**src/rtl/arb_mux.sv**
```systemverilog
// Registered N-way arbitrating multiplexer: per-channel valid/ready/last inputs
// share one registered output stream, with packets kept contiguous by a lock.
module arb_mux #(
    parameter int switch_bits = 2,
    parameter int data_width  = 8,
    parameter int arb_mode    = 0,
    localparam int n_cell     = 1 << switch_bits
) (
    input  logic                         clk,
    input  logic                         rst_n,
    input  logic [n_cell-1:0]            in_valid,
    input  logic [n_cell*data_width-1:0] in_data,
    input  logic [n_cell-1:0]            in_last,
    output logic [n_cell-1:0]            in_ready,
    output logic                         out_valid,
    output logic [data_width-1:0]        out_data,
    output logic                         out_last,
    output logic [switch_bits-1:0]       out_sel,
    input  logic                         out_ready
);

    logic                   out_valid_q, out_valid_d;
    logic [data_width-1:0]  out_data_q,  out_data_d;
    logic                   out_last_q,  out_last_d;
    logic [switch_bits-1:0] out_sel_q,   out_sel_d;
    logic [switch_bits-1:0] ptr_q,       ptr_d;
    logic                   locked_q,    locked_d;
    logic [switch_bits-1:0] lock_sel_q,  lock_sel_d;

    logic                   load;
    logic                   gnt_any;
    logic [switch_bits-1:0] gnt_idx;
    logic [switch_bits-1:0] cand;
    logic [n_cell-1:0]      grant;
    logic                   xfer;
    logic [data_width-1:0]  sel_data;
    logic                   sel_last;

    assign load = !out_valid_q || out_ready;

    // Searches run from the far end so the nearest candidate overwrites last.
    always_comb begin
        gnt_any = 1'b0;
        gnt_idx = '0;
        cand    = '0;
        if (locked_q) begin
            gnt_any = in_valid[lock_sel_q];
            gnt_idx = lock_sel_q;
        end else if (arb_mode == 1) begin
            for (int unsigned i = n_cell; i > 0; i--) begin
                if (in_valid[i-1]) begin
                    gnt_any = 1'b1;
                    gnt_idx = switch_bits'(i - 1);
                end
            end
        end else begin
            for (int unsigned k = n_cell; k > 0; k--) begin
                cand = ptr_q + switch_bits'(k - 1);
                if (in_valid[cand]) begin
                    gnt_any = 1'b1;
                    gnt_idx = cand;
                end
            end
        end
    end

    always_comb begin
        grant    = '0;
        sel_data = '0;
        sel_last = 1'b0;
        if (gnt_any) begin
            grant[gnt_idx] = 1'b1;
        end
        for (int unsigned i = 0; i < n_cell; i++) begin
            if (gnt_any && gnt_idx == switch_bits'(i)) begin
                sel_data = in_data[i*data_width +: data_width];
                sel_last = in_last[i];
            end
        end
    end

    assign xfer     = load && gnt_any;
    assign in_ready = (rst_n && load) ? grant : '0;

    always_comb begin
        out_valid_d = out_valid_q;
        out_data_d  = out_data_q;
        out_last_d  = out_last_q;
        out_sel_d   = out_sel_q;
        ptr_d       = ptr_q;
        locked_d    = locked_q;
        lock_sel_d  = lock_sel_q;
        if (load) begin
            out_valid_d = xfer;
        end
        if (xfer) begin
            out_data_d = sel_data;
            out_last_d = sel_last;
            out_sel_d  = gnt_idx;
            locked_d   = !sel_last;
            if (!sel_last) begin
                lock_sel_d = gnt_idx;
            end
            if (arb_mode == 0 && sel_last) begin
                ptr_d = gnt_idx + 1'b1;
            end
        end
    end

    always_ff @(posedge clk or negedge rst_n) begin
        if (!rst_n) begin
            out_valid_q <= 1'b0;
            out_data_q  <= '0;
            out_last_q  <= 1'b0;
            out_sel_q   <= '0;
            ptr_q       <= '0;
            locked_q    <= 1'b0;
            lock_sel_q  <= '0;
        end else begin
            out_valid_q <= out_valid_d;
            out_data_q  <= out_data_d;
            out_last_q  <= out_last_d;
            out_sel_q   <= out_sel_d;
            ptr_q       <= ptr_d;
            locked_q    <= locked_d;
            lock_sel_q  <= lock_sel_d;
        end
    end

    assign out_valid = out_valid_q;
    assign out_data  = out_data_q;
    assign out_last  = out_last_q;
    assign out_sel   = out_sel_q;

endmodule
```
**config.mk**
```make
export PLATFORM = sky130hd
export DESIGN_NAME = arb_mux
export DESIGN_NICKNAME = d
export VERILOG_FILES = /design/src/rtl/arb_mux.sv
export SDC_FILE = /design/constraint.sdc
export NUM_CORES = 1
export LEC_CHECK = 0
export CELL_PAD_IN_SITES_DETAIL_PLACEMENT = 1
export CELL_PAD_IN_SITES_GLOBAL_PLACEMENT = 2
export CORE_UTILIZATION = 24
export CTS_CLUSTER_SIZE = 10
export DETAILED_ROUTE_END_ITERATION = 8
export HOLD_SLACK_MARGIN = 0.1
export PLACE_DENSITY = 0.82
export RECOVER_POWER = 25
export SETUP_SLACK_MARGIN = 0.2
export SYNTH_ARGS = -nofsm -noshare
export SYNTH_HDL_FRONTEND = slang
export SYNTH_SLANG_ARGS = --single-unit
```
**constraint.sdc**
```tcl
create_clock -name clk -period 6.2 [get_ports clk]
set_clock_uncertainty 0.1 [all_clocks]
set_input_delay 1.24 -clock clk [delete_from_list [all_inputs] [get_ports clk]]
set_output_delay 1.24 -clock clk [all_outputs]
set_load 0.02 [all_outputs]
```
==> flow_summary.yaml, run 1 <==
route:
  vias_per_cell: 4.98
  drtPass1Iterations: 4
  wl_per_cell_um: 17.1
  drt_iter0_markers: 31
  drc: 0
  vias: 1186
  drt-total-wl_um: 4070
  ant_nets: 0
yosys:
  synth_seq_cells: 17
  synth_area_leaders: "dfrtp_1 (36%), a22oi_1 (11%), a21oi_1 (5.1%)"
  syn_inst: 128
  synth.net_count: 175
  synth_edf_count: 0
  async_reset_ff_share_pct: 100
  synth_area_um2: 1170
  yosys.area.top_type: "dfrtp_1"
  yosys_warnings: 0
  ys_types: 29
  syn_avg_cell_area_um2: 9.13
  yosys.area.top_type_share_pct: 36.4
  seq_area_frac_synth_pct: 36.4
  synth_flop_cell: "dfrtp_1"
cells_and_area:
  nets: 232
  nFillCells: 533
  drive_gt1_share_pct: 7.61
  regArea_um2: 425
  fin_util_pct: 38.9
  multi_input_area_um2: 686
  syn2layout_area_growth_pct: 56.1
  diodes: 0
critical_path:
  r2r_slack_ns: 2.65
  crit_type: "input port to primary output"
  cp-start-kind: "input port"
  cp.required_ns: 4.86
  cp.arrival_ns: 4.04
  r2r_start: "ptr_q[1]"
  setup.worst_path.end_class: "primary output"
  critPathMaxFanout: 12
  r2r_cells: 11
  crit_path_start: "in_valid[2]"
  r2r_end: "ptr_q[1]"
sta:
  slew_headroom_pct: 20.6
  rsz0062_at_grt: "false"
  final.min_clock_period_ns: 5.38
  final_max_slew_viol_count: 0
  worst_pin_slew_ns: 1.19
  fin_crit_sh_pct: 86.8
  setup_tns_ns: 0
  finalHoldViolations: 0
  finalSetupViolCount: 0
  max_freq_mhz: 186
die:
  die_width_um: 71.8
  ioPinCount: 59
  start_util_pct: 24.9
  coreArea_um2: 4690
  num_rows: 25
  dieArea_um2: 5150
  die_h_um: 71.8
clocking:
  cts_tree: "yes"
  path_clk_slew_ns: 0.07
  ctsResizeCount: 0
  htree_levels: 1
  postCtsSetupBuffers: 0
  cts-root-buf: "clkbuf_8"
  clock_tree.buffer_depth: 2
  cts-buffers-inserted: 3
  cts_sinks: 17
  insertion_delay_ns: 0.26
  ctsHoldBuffers: 0
hold_path:
  hold_depth: 1
  hold_path.class: "flop to flop"
  whs_endpoint: "out_sel[0]"
  min-delay-start: "out_sel[0]"
placement:
  portBuffers: 58
  dp_hpwl_um: 3210
  globalplace.congestion: 0.727
power:
  seq_power_share_pct: 23.3
  pwr-share-comb_pct: 67.1
  p_clk_share_pct: 9.6
  peakVddDrop_v: 0.000192
  leakage_nw: 0.727
  power.switching_mw: 0.436
  p_sw_share_pct: 48.0
  p_per_area_nw_per_um2: 499
  p_int_mw: 0.473
grt:
  grt_usage_pct: 16.4
  antenna_found_initial: 0
  grt_max_degree: 25
  grt_overflow: 0
  grt_pass1_vias: 1325
  grt_pass1_wl_um: 6420
run_status:
  status: "completed"
run:
  maxCapViolations: 0
-- routing by layer --
layer | part of all wire (%) | GRT usage, % | up-vias
li1 | - | - | 575
met1 | 39 | 18.4 | 558
met2 | 52 | 30.4 | 48
met3 | 7.8 | 4.64 | 5
met4 | 0.93 | 3.92 | 0
met5 | 0 | 0 | -
-- how the worst max path moves through the flow --
| stage | endpoint | slack [ns] |
|---|---|---|
| 3_5_place_dp | in_ready[3] | 0.81 |
| 5_1_grt | in_ready[3] | 0.63 |
| 6_report | in_ready[3] | 0.82 |
| 3_3_place_gp | in_ready[3] | 0.90 |
| 4_1_cts | in_ready[3] | 0.79 |
| 2_1_floorplan | in_ready[2] | 1.99 |
-- area by class of cell --
| cell class | count | area share, % |
|---|---|---|
| sequential | 17 | 23.3 |
| timing repair buffer | 59 | 32.0 |
| clock buffer | 3 | 2.26 |
| tap | 54 | 3.70 |
| multi-input combinational | 100 | 37.6 |
| clock inverter | 1 | 0.274 |
| inverter | 4 | 0.823 |
-- cell families (layout without fill, tap and decap cells) --
logic type	count (synthesis)	in the layout	share of synthesized area [%]
AOI/OAI and AO/OA	49	49	28.9
and+or+nand+nor	38	38	17.0
DFF	17	17	36.4
buffers and inverters	11	67	4.92
muxes	9	9	8.46
adders and majority gates	4	4	4.28
-- synthesized netlist by cell type, types with 2 or more instances --
library cell and number:
inv_1 4, dfrtp_1 17, mux2_1 5, o21a_1 2, a22oi_1 17, mux2i_1 2
and3_1 4, buf_6 2, nand2b_1 4, ha_1 4, o21ai_0 12, clkbuf_1 4
nor3_2 2, nand2_1 12, nor2_1 11, a21oi_1 12, mux2_2 2
-- power by group through the flow --
stage / clock network [mW] / logic (mW) / registers, mW
floorplan: 0 / 0.362 / 0.251
global placement: 0 / 0.587 / 0.210
detailed placement: 0 / 0.612 / 0.214
CTS: 0.0894 / 0.617 / 0.213
global route: 0.0920 / 0.675 / 0.221
finish: 0.0877 / 0.610 / 0.212
-- critical path, cell delays in order --
cell and delay, ns:
clkdlybuf4s50_1 0.55, nand2b_1 0.15, a21oi_1 0.07, or4_1 0.49, o311ai_2 0.18, ha_1 0.53
and3_1 0.23, clkdlybuf4s50_1 0.60
-- flip-flops by register name, summed over array words and instances (netlist names) --
name        count
ptr_q           2
lock_sel_q      2
out_last        1
out_sel         2
out_data        8
out_valid       1
locked_q        1
-- per-stage QoR --
| step | cells | setup WS [ns] | power (mW) | instance area [um2] | hold slack, ns |
|---|---|---|---|---|---|
| floorplan | 128 | 1.99 | 0.613 | 1170 | 0.372 |
| global placement | 234 | 0.896 | 0.797 | 1780 | 0.390 |
| detailed placement | 234 | 0.806 | 0.826 | 1780 | 0.383 |
| CTS | 238 | 0.792 | 0.920 | 1830 | 0.401 |
| global route | 238 | 0.628 | 0.989 | 1820 | 0.436 |
| finish | 238 | 0.818 | 0.909 | 1820 | 0.396 |
-- cell usage in the layout (no fill, tap or decap) --
| cell type | n |
|---|---|
| o311ai_2 | 1 |
| a22oi_1 | 17 |
| o21ai_4 | 1 |
| o22ai_4 | 1 |
| nor2b_1 | 1 |
| clkdlybuf4s50_1 | 57 |
| o22ai_1 | 1 |
| clkinv_2 | 1 |
| mux2_1 | 5 |
| dfrtp_1 | 17 |
| nor2_1 | 11 |
| nand2b_1 | 4 |
| mux2_2 | 2 |
| clkbuf_8 | 3 |
| or4_4 | 1 |
| dlygate4sd3_1 | 1 |
| ha_1 | 4 |
| clkbuf_1 | 1 |
| or4_1 | 1 |
| and3_1 | 4 |
| nand2_2 | 1 |
| a21boi_0 | 1 |
| inv_1 | 4 |
| o21ai_0 | 12 |
| a21oi_1 | 12 |
| nor2_4 | 1 |
| o21a_1 | 2 |
| mux2i_1 | 2 |
| nor3_2 | 2 |
| nand2_1 | 12 |
| a2bb2oi_1 | 1 |
Power figures use the tool's default switching activity.
==> inputs of run 2 (changes only) <==
GPL_TIMING_DRIVEN = 0   (was default)
==> run 2 against run 1 <==
Compared with the run above: critical path depth rose by 1; cell count grew 2.5%; utilization grew 0.83 points; clock-buffer cell count did not move; global-route usage decreased by 0.17 points; setup slack got worse by 0.37 ns; wire length down 3.2%; hold slack gained 0.0021 ns; die area unchanged; sequential share of layout area fell by 0.49 points; final area up 2.1%; critical path type unchanged; critical endpoint is now in_ready[2]; largest cell class unchanged; largest power group unchanged; highest routed layer unchanged.
==> flow_summary.yaml, run 2 (synthesized netlist as in run 1, its figures left out) <==
run_status:
  status: "completed"
clocking:
  insertion_delay_ns: 0.25
  cts-buffers-inserted: 3
  cts-root-buf: "clkbuf_8"
  ctsHoldBuffers: 0
  ctsResizeCount: 0
  path_clk_slew_ns: 0.07
  cts_tree: "yes"
  postCtsSetupBuffers: 0
  clock_tree.buffer_depth: 2
  htree_levels: 1
  cts_sinks: 17
die:
  coreArea_um2: 4690
  dieArea_um2: 5150
  num_rows: 25
  die_h_um: 71.8
  ioPinCount: 59
  die_width_um: 71.8
  start_util_pct: 24.9
placement:
  dpl_worst_slack_ns: 0.422
  portBuffers: 58
  dp_hpwl_um: 3090
  globalplace.congestion: 0.728
critical_path:
  setup.worst_path.end_class: "primary output"
  cp.required_ns: 4.86
  path_cells: "clkdlybuf4s50_1 -> o21a_1 -> o22ai_1 -> o21ai_0 -> ha_1 -> clkbuf_1 -> clkbuf_1 -> and3_1 -> clkdlybuf4s50_1"
  cp-start-kind: "input port"
  cp.buffers_inverters: 4
  cpPeakStageDelay_ns: 0.65
  critPathMaxFanout: 10
  cpMaxStageDelayCell: "clkdlybuf4s50_1"
  crit_family: "buffers and inverters"
  cp.arrival_ns: 4.41
  crit_type: "input port to primary output"
grt:
  use_met3_pct: 4.92
  grt_usage_pct: 16.2
  gr-usage-met1_pct: 18.2
  grt_pass1_wl_um: 6400
  grt_overflow: 0
  antenna_found_initial: 0
  grt_max_degree: 22
  busiest_layer: "met2"
  grt_pass1_vias: 1355
  grt_use_met2_pct: 30.1
run:
  maxCapViolations: 0
cells_and_area:
  largest_register_ffs: 8
  fin_util_pct: 39.7
  nets: 238
  diodes: 0
  final_common_cell: "clkdlybuf4s50_1"
  syn2layout_area_growth_pct: 59.4
  mostFrequentLayoutCells: "clkdlybuf4s50_1 (57), a22oi_1 (17), dfrtp_1 (17)"
  drive_gt1_share_pct: 8.95
sta:
  worst_pin_slew_ns: 0.996
  max_freq_mhz: 174
  setup_tns_ns: 0
  whs_ns: 0.398
  fin_crit_sh_pct: 92.8
  rsz0062_at_grt: "false"
  slew_headroom_pct: 33.4
  final_max_slew_viol_count: 0
  setup_ws_ns: 0.449
  finalSetupViolCount: 0
  final.min_clock_period_ns: 5.75
  finalHoldViolations: 0
route:
  drtPass1Iterations: 4
  vias: 1248
  drc: 0
  vias_per_cell: 5.11
  drt-total-wl_um: 3940
  drt_iter0_markers: 22
  ant_nets: 0
  wl_per_cell_um: 16.1
power:
  p_sw_share_pct: 47.2
  p_int_mw: 0.491
  pwr-share-comb_pct: 68.0
  leakage_nw: 0.747
  power.switching_mw: 0.439
  p_per_area_nw_per_um2: 499
  p_clk_share_pct: 9.2
  seq_power_share_pct: 22.8
  peakVddDrop_v: 0.000183
hold_path:
  hold_path.class: "flop to flop"
[run 2: changes by cell type in the layout (fill, tap and decap cells not counted), sizes merged]
cell    previous run  this run
buf                0         3
clkbuf             4         7
[run 2: metrics by stage]
stage          std cells  cell area [um2]  total power [mW]
6_report             244             1860             0.930
5_1_grt              244             1860              1.01
4_1_cts              244             1860             0.945
3_5_place_dp         240             1820             0.852
3_3_place_gp         240             1820             0.824
2_1_floorplan        128             1170             0.613
[run 2: worst paths after layout]
check | slack [ns] | endpoint | cells after the start | startpoint
setup reg to reg | 2.96 | ptr_q[1] | 12 | ptr_q[1]
setup / recovery | 0.45 | in_ready[2] | 9 | in_valid[2]
max in group asynchronous | 3.90 | lock_sel_q[1] | 1 | rst_n
hold / removal | 0.40 | out_sel[0] | 1 | out_sel[0]
min in group asynchronous | 1.50 | ptr_q[1] | 1 | rst_n
hold reg to reg | 0.40 | out_sel[0] | 1 | out_sel[0]
[run 2: cell type report]
class | instances | area [um2]
inverters | 4 | 15.0
clock inverters | 1 | 5.00
fillers | 549 | 2830
plain buffers | 7 | 42.5
well taps | 54 | 67.6
clock buffers | 3 | 41.3
flip-flops and latches | 17 | 425
repair buffers | 58 | 581
multi-input cells | 100 | 686
[run 2: metal layers]
layer  vias to the layer above  share of wire, %
met1                       599                41
met4                         0              0.38
li1                        590                 -
met5                         -                 0
met2                        55                50
met3                         4               8.7
[run 2: power groups by stage]
stage               clock, mW  sequential (mW)  combinational [mW]
finish                 0.0857            0.212               0.632
global route           0.0948            0.221               0.697
CTS                    0.0899            0.212               0.643
detailed placement          0            0.213               0.640
global placement            0            0.208               0.616
floorplan                   0            0.251               0.362
==> inputs of run 3 (changes only) <==
--- a/config.mk
+++ b/config.mk
@@ -9,2 +9,3 @@
 export CELL_PAD_IN_SITES_GLOBAL_PLACEMENT = 2
+export CORE_MARGIN = 3
 export CORE_UTILIZATION = 24
--- a/constraint.sdc
+++ b/constraint.sdc
@@ -4,2 +4,2 @@
 set_output_delay 1.24 -clock clk [all_outputs]
-set_load 0.02 [all_outputs]
+set_load 0.05 [all_outputs]
==> run 3 against run 2 <==
Compared with the run above: non-clock buffer count did not move; critical path depth did not move; die area rose by 11%; global-route usage fell by 0.60 points; fmax rose by 0.39%; sequential power barely moved; via count fell by 0.48%; sequential share of layout area fell by 0.21 points; combinational power rose by 17%; largest power group unchanged; final area rose by 0.94%; largest cell class unchanged; utilization rose by 1.8 points; clock-buffer cell count did not move.
==> flow_summary.yaml, run 3 (synthesized netlist as in run 1, its figures left out) <==
run_status:
  status: "completed"
cells_and_area:
  final_common_cell: "clkdlybuf4s50_1"
  syn2layout_area_growth_pct: 60.9
  stdcell_area_um2: 1880
  diodes: 0
  nets: 238
  mostFrequentLayoutCells: "clkdlybuf4s50_1 (56), a22oi_1 (17), dfrtp_1 (17)"
  largest_register_ffs: 8
  drive_gt1_share_pct: 9.47
clocking:
  htree_levels: 1
  clock_tree.buffer_depth: 2
  path_clk_slew_ns: 0.07
  cts-root-buf: "clkbuf_8"
  cts-buffers-inserted: 3
  cts_sinks: 17
  ctsHoldBuffers: 0
  insertion_delay_ns: 0.26
  cts_tree: "yes"
route:
  drc: 0
  wl_per_cell_um: 16.1
  drtPass1Iterations: 4
  vias: 1242
  vias_per_cell: 4.87
  drt_iter0_markers: 37
  drt-total-wl_um: 4110
  ant_nets: 0
placement:
  dp_hpwl_um: 3260
  placed_area_um2: 1830
  portBuffers: 58
  globalplace.congestion: 0.716
sta:
  finalSetupViolCount: 0
  setup_tns_ns: 0
  worst_pin_slew_ns: 0.955
  final.min_clock_period_ns: 5.73
  fin_crit_sh_pct: 92.4
  max_freq_mhz: 175
  slew_headroom_pct: 36.1
  finalHoldViolations: 0
  final_max_slew_viol_count: 0
  rsz0062_at_grt: "false"
  whs_ns: 0.401
critical_path:
  cp.required_ns: 4.86
  cp.arrival_ns: 4.39
  crit_type: "input port to primary output"
  r2r_start: "ptr_q[1]"
  crit_path_start: "in_valid[2]"
  critPathMaxFanout: 10
  cp-start-kind: "input port"
  setup.worst_path.end_class: "primary output"
power:
  power.switching_mw: 0.543
  p_clk_share_pct: 8.2
  peakVddDrop_v: 0.000222
  seq_power_share_pct: 20.2
  p_per_area_nw_per_um2: 550
  leakage_nw: 0.768
  p_int_mw: 0.491
  p_sw_share_pct: 52.5
  pwr-share-comb_pct: 71.6
hold_path:
  hold_path.class: "flop to flop"
  min-delay-start: "out_sel[0]"
die:
  die_width_um: 75.8
  num_rows: 24
  die_h_um: 75.8
  start_util_pct: 25.8
  coreArea_um2: 4530
  dieArea_um2: 5740
  ioPinCount: 59
grt:
  grt_pass1_vias: 1391
  grt_max_degree: 22
  grt_usage_pct: 15.6
  grt_overflow: 0
  antenna_found_initial: 0
  grt_pass1_wl_um: 6800
run:
  maxCapViolations: 0
-- run 3: cell types whose count changed in the layout (fill, tap and decap cells not counted), sizes merged --
cell / previous run / this run
clkdlybuf4s50: 57 / 56
dlymetal6s2s: 0 / 1
-- run 3: critical path, stage by stage --
cell and delay [ns]:
clkdlybuf4s50_1 0.56, nand2b_1 0.15, a21oi_1 0.08, or4_1 0.50, o311ai_2 0.19, ha_1 0.26
clkbuf_1 0.37, and3_1 0.23, clkdlybuf4s50_1 0.81
-- run 3: stage by stage --
step | power, mW | setup WS [ns] | instances | utilization (%)
6_report | 1.03 | 0.472 | 255 | 41.5
5_1_grt | 1.13 | 0.217 | 255 | 41.5
4_1_cts | 1.05 | 0.296 | 255 | 41.4
3_5_place_dp | 0.958 | 0.149 | 251 | 40.4
3_3_place_gp | 0.923 | 0.359 | 251 | 40.4
2_1_floorplan | 0.712 | 1.79 | 128 | -
-- run 3: path summary, 6_finish.rpt --
| check | slack (ns) | cells after the start | to |
|---|---|---|---|
| setup reg to reg | 3.00 | 10 | ptr_q[1] |
| min in group asynchronous | 1.47 | 1 | out_valid |
| hold / removal | 0.40 | 1 | out_sel[0] |
| max in group asynchronous | 3.93 | 1 | out_data[1] |
| setup / recovery | 0.47 | 9 | in_ready[1] |
| hold reg to reg | 0.40 | 1 | out_sel[0] |
-- run 3: layout make-up --
cell class	instances	area, um2
Buffer	7	43.8
Clock buffer	3	41.3
Clock inverter	1	5.00
Fill cell	533	2650
Inverter	4	15.0
Multi-Input combinational cell	100	686
Sequential cell	17	425
Tap cell	65	81.3
Timing Repair Buffer	58	583
-- run 3: power groups by stage --
stage               Combinational, mW  Clock, mW  Sequential [mW]
finish                          0.740     0.0846            0.209
global route                    0.817     0.0942            0.218
CTS                             0.752     0.0884            0.210
detailed placement              0.748          0            0.211
global placement                0.716          0            0.207
floorplan                       0.374          0            0.339
-- run 3: repair_timing --
| action | CTS | global route |
|---|---|---|
| setup endpoints to repair | 1 | 2 |
| setup buffers | 0 | 0 |
| resized for setup | 1 | 3 |
| pin swaps | 0 | 0 |
-- run 3: layer usage --
layer / vias up / share of wire, % / track usage [%]
li1: 597 / - / -
met1: 594 / 40 / 17.7
met4: 0 / 0.92 / 2.52
met2: 44 / 52 / 28.8
met3: 7 / 7.2 / 5.01
met5: - / 0 / 0
